===== config.mk =====
export PLATFORM = sky130hd
export DESIGN_NAME = rf_wb_arbiter
export DESIGN_NICKNAME = d
export VERILOG_FILES = /design/src/rtl/rf_wb_arbiter.sv
export SDC_FILE = /design/constraint.sdc
export NUM_CORES = 1
export LEC_CHECK = 0
export CORE_AREA = 2 2 103 105
export CTS_CLUSTER_DIAMETER = 30
export CTS_CLUSTER_SIZE = 28
export DETAILED_ROUTE_END_ITERATION = 10
export DIE_AREA = 0 0 105 107
export PLACE_DENSITY = 0.81
export SYNTH_ARGS = -nofsm -noshare
export SYNTH_HDL_FRONTEND = slang
export SYNTH_SLANG_ARGS = --single-unit

===== constraint.sdc =====
create_clock -name clk -period 3.6 [get_ports clk]
set_input_delay 0.36 -clock clk [delete_from_list [all_inputs] [get_ports clk]]
set_output_delay 0.36 -clock clk [all_outputs]
set_load 0.05 [all_outputs]

===== src/rtl/rf_wb_arbiter.sv =====
// rf_wb_arbiter: round-robin write-back arbiter for the register file's single
// write port, with a registered write stage and a pending-write scoreboard.
// Optional combinational read bypass of the in-flight write: RF_WB_BYPASS_EN.
module rf_wb_arbiter #(
    parameter int NREQ   = 3,
    parameter int ADDR_W = 5,
    parameter int DATA_W = 32
) (
    input  logic                     clk,
    input  logic                     rst,
    input  logic [NREQ-1:0]          req_valid,
    output logic [NREQ-1:0]          req_ready,
    input  logic [NREQ*ADDR_W-1:0]   req_addr,
    input  logic [NREQ*DATA_W-1:0]   req_data,
    input  logic                     rsv_valid,
    input  logic [ADDR_W-1:0]        rsv_addr,
`ifdef RF_WB_BYPASS_EN
    input  logic [ADDR_W-1:0]        byp_raddr1,
    input  logic [ADDR_W-1:0]        byp_raddr2,
    input  logic [DATA_W-1:0]        byp_rfdata1,
    input  logic [DATA_W-1:0]        byp_rfdata2,
    output logic [DATA_W-1:0]        byp_rdata1,
    output logic [DATA_W-1:0]        byp_rdata2,
`endif
    output logic [ADDR_W-1:0]        rf_waddr,
    output logic [DATA_W-1:0]        rf_wdata,
    output logic                     rf_w_en,
    output logic [31:0]              busy
);

    localparam int PTR_W = (NREQ > 1) ? $clog2(NREQ) : 1;

    logic [PTR_W-1:0]  ptr_reg;
    logic [PTR_W-1:0]  ptr_next;
    logic [PTR_W-1:0]  win_idx;
    logic [PTR_W-1:0]  scan_idx;
    logic [NREQ-1:0]   grant_next;
    logic              found;
    logic              xfer;
    logic [ADDR_W-1:0] sel_addr;
    logic [DATA_W-1:0] sel_data;

    logic              w_en_reg;
    logic [ADDR_W-1:0] waddr_reg;
    logic [DATA_W-1:0] wdata_reg;
    logic [31:0]       busy_reg;

    // Round-robin search: start at the pointer, walk upward with wrap, first valid wins.
    always_comb begin
        grant_next = '0;
        found      = 1'b0;
        win_idx    = '0;
        scan_idx   = '0;
        for (int k = 0; k < NREQ; k++) begin
            scan_idx = PTR_W'((int'(ptr_reg) + k) % NREQ);
            if (!found && req_valid[scan_idx]) begin
                grant_next[scan_idx] = 1'b1;
                win_idx              = scan_idx;
                found                = 1'b1;
            end
        end
    end

    // No grants while reset is held, so nothing is accepted and then dropped.
    assign req_ready = rst ? '0 : grant_next;
    assign xfer      = |req_ready;
    assign ptr_next  = (win_idx == PTR_W'(NREQ - 1)) ? '0 : win_idx + 1'b1;
    assign sel_addr  = req_addr[win_idx*ADDR_W +: ADDR_W];
    assign sel_data  = req_data[win_idx*DATA_W +: DATA_W];

    // Registered write stage and pointer advance; address 0 consumes its slot but never writes.
    always_ff @(posedge clk) begin
        if (rst) begin
            w_en_reg  <= 1'b0;
            waddr_reg <= '0;
            wdata_reg <= '0;
            ptr_reg   <= '0;
        end else if (xfer) begin
            w_en_reg  <= (sel_addr != '0);
            waddr_reg <= sel_addr;
            wdata_reg <= sel_data;
            ptr_reg   <= ptr_next;
        end else begin
            w_en_reg  <= 1'b0;
        end
    end

    // A write accepted just before reset is squashed while reset is high.
    assign rf_w_en  = w_en_reg & ~rst;
    assign rf_waddr = waddr_reg;
    assign rf_wdata = wdata_reg;

    assign busy_reg[0] = 1'b0;

    genvar gi;
    generate
        for (gi = 1; gi < 32; gi++) begin : g_busy
            // Per-register pending flag: a new reservation beats a same-cycle completion.
            always_ff @(posedge clk) begin
                if (rst) begin
                    busy_reg[gi] <= 1'b0;
                end else if (rsv_valid && (rsv_addr == ADDR_W'(gi))) begin
                    busy_reg[gi] <= 1'b1;
                end else if (w_en_reg && (waddr_reg == ADDR_W'(gi))) begin
                    busy_reg[gi] <= 1'b0;
                end
            end
        end
    endgenerate

    assign busy = busy_reg;

`ifdef RF_WB_BYPASS_EN
    // Forward the write in flight so readers see the new value in its write cycle.
    assign byp_rdata1 = (rf_w_en && (rf_waddr == byp_raddr1) && (byp_raddr1 != '0)) ? rf_wdata : byp_rfdata1;
    assign byp_rdata2 = (rf_w_en && (rf_waddr == byp_raddr2) && (byp_raddr2 != '0)) ? rf_wdata : byp_rfdata2;
`endif

endmodule

==> reports/metrics.csv <==
metric,value,unit
Max VDD drop,0.0006890,V
endpoints failing setup,0,
CTS sink cnt,71,
CTS tree,yes,
Layout Nets,793,
Clock Tree Buf Depth,2,
DRT Pass-1 Iters,5,
critical-path maximum fanout,12,
post-synthesis net count,620,
"Reg clk slew, reported paths",90,ps
max_slew headroom,55.65,%
root buffer cell,clkbuf_8,
Post-Syn Area,3938,sq um
worst hold margin,456.3,ps
Placer Congestion,0.8860,
"EDFF count, synth",0,
worst-path cell chain,inv_1 > ha_1 > mux2_4 > mux2i_2 > nor2_1 > a311oi_2 > buf_4,
first-pass GRT wire length,21440,um
"most common cell after layout, fill and taps aside",clkdlybuf4s50_1,
Residual DRC,0,
cell family with the largest share of critical-path delay,multiplexers,
Core ar.,10090,sq um
final hold violation count,0,
Mapped Cells,494,
Detailed Place HPWL,10420,um
Critical Path Source Type,flop,
Antenna diodes,0,
CTS buffer count,9,
"Arr. time, crit path",2890,ps
RSZ-0062 raised after global routing,false,
Total Routing Usage GR,23.98,%
library cells used by synthesis,50,
leakage,0.002234,uW
Initial Utilization,39.02,%
Hold WC Path Type,reg2reg,
minimum clock period,3251,ps
power density over cell area,852.9,nW/um^2
"Buf+Inv Stages, Crit Path",2,
"Cell Count, Final, Fillers Out",808,
Cells after DPL,792,
Tcrit/Tclk final,90.30,%
"FF+latch count, synth",71,
# IOs,195,
max incr delay on CP,500,ps
Mapped Avg Cell Area,7.971,sq um
max reg flops,32,
sequential area share after synthesis,36.10,%
antenna violations before repair,0,
Filler cells,907,
"Max stage delay cell, worst path",a311oi_2,
ys async rst share,0,%
vias in the first global route,4308,
Final ANT Viol Nets,0,
Final Slew Violations,0,
# Post-CTS Setup Buffers,0,
layout cells sized above 1,5.655,%
DR vias,4395,
vias per std cell,5.439,
fmax,0.3076,GHz
CP Capture Type,output pin,
Least-Margin Pin Slew,665.3,ps
Setup CP Type,reg2out,
IO buf count,193,
Max Cap Violations,0,
Die ar.,11240,sq um
outcome,finished clean,
Main synth FF type,dfxtp_1,
drt wl/cell,16.94,um
num rows,37,
"commonest non-fill, non-tap cells in the layout","clkdlybuf4s50_1 (189), nand2_1 (73), a21oi_1 (72)",
CP required,3240,ps
Die Height,107,um
CTS resizes,0,
TNS Setup,0,ps
H-tree Lvls,3,
DRT Wirelength,13690,um
clk_lat worst skew,340,ps
"Hold-fix buffers, CTS",0,
clk_skew,13.32,ps
violation count after the first detailed-route iteration,225,
global route overflow,0,
Horiz. Die Dim,105,um
total of warnings raised by yosys,0,
area grow syn2layout,55.74,%
largest net degree at the start of global routing,75,
==> worst paths after layout <==
check / from / end / slack, ps / depth (start not counted)
hold / removal: rf_wdata[17] / rf_wdata[17] / 460 / 2
setup reg to reg: ptr_reg[1] / rf_waddr[1] / 510 / 10
hold reg to reg: rf_wdata[17] / rf_wdata[17] / 460 / 2
setup / recovery: ptr_reg[1] / req_ready[0] / 350 / 7
==> through the flow <==
stage               power, uW  utilization, %  area, sq um  worst slack (ps)
floorplan                3626               -         3938             537.3
global route             5530           60.76         6132             219.4
finish                   5230           60.76         6132             349.3
CTS                      5240           60.76         6132             370.4
global placement         4495           58.73         5927             641.2
detailed placement       4560           58.73         5927             514.8
==> cells in the mapped netlist (4+ instances only) <==
| master | count | area share [%] |
|---|---|---|
| dfxtp_1 | 71 | 36 |
| o21ai_0 | 33 | 4.2 |
| clkbuf_1 | 21 | 2.0 |
| nor2b_1 | 14 | 2.2 |
| nand2_1 | 73 | 7.0 |
| nand2b_1 | 5 | 0.79 |
| a211o_1 | 35 | 7.8 |
| nand3_1 | 14 | 1.8 |
| ha_1 | 4 | 1.3 |
| a21oi_1 | 72 | 9.2 |
| nor3_1 | 4 | 0.51 |
| inv_1 | 4 | 0.38 |
| buf_6 | 4 | 1.1 |
| nor2_1 | 46 | 4.4 |
| mux2i_1 | 38 | 9.7 |
| buf_2 | 8 | 1.0 |
==> cells by family after synthesis <==
kind of cell	Yosys count	synth area share, %
adders and majority gates	4	1.271
DFF	71	36.10
muxes	44	11.63
other	1	0.09524
buffers and inverters	40	5.020
AOI/OAI and AO/OA	162	26.50
and+or+nand+nor	172	19.38
==> report_power, final <==
group          leakage [uW]  switching (uW)  total (uW)  internal [uW]
clock network     0.0000993             326         669            343
registers          0.000581             150        1140            994
logic               0.00155            2110        3420           1300
total               0.00223            2590        5230           2640
==> per-layer routing <==
metal	up-vias	track usage (%)	routed length [um]
li1	2090	-	-
met1	2068	28.63	5583
met2	196	41.88	6850
met3	41	4.134	816
met4	0	11.24	436
met5	-	0	0
==> tightest hold or removal path: stages (launching register included) <==
cell,delay (ps)
dfxtp_1,320
nand2_1,50
a21oi_1,50
==> area by class of cell <==
class | instances | area [sq um] | share of cell area, %
multi-input cells | 383 | 2326 | 37.93
repair buffers | 198 | 1994 | 32.52
flip-flops and latches | 71 | 1421 | 23.18
well taps | 136 | 170.2 | 2.775
clock buffers | 10 | 137.6 | 2.244
clock inverters | 6 | 67.56 | 1.102
inverters | 4 | 15.01 | 0.2448
No activity file was read; power rests on OpenSTA's default activity.
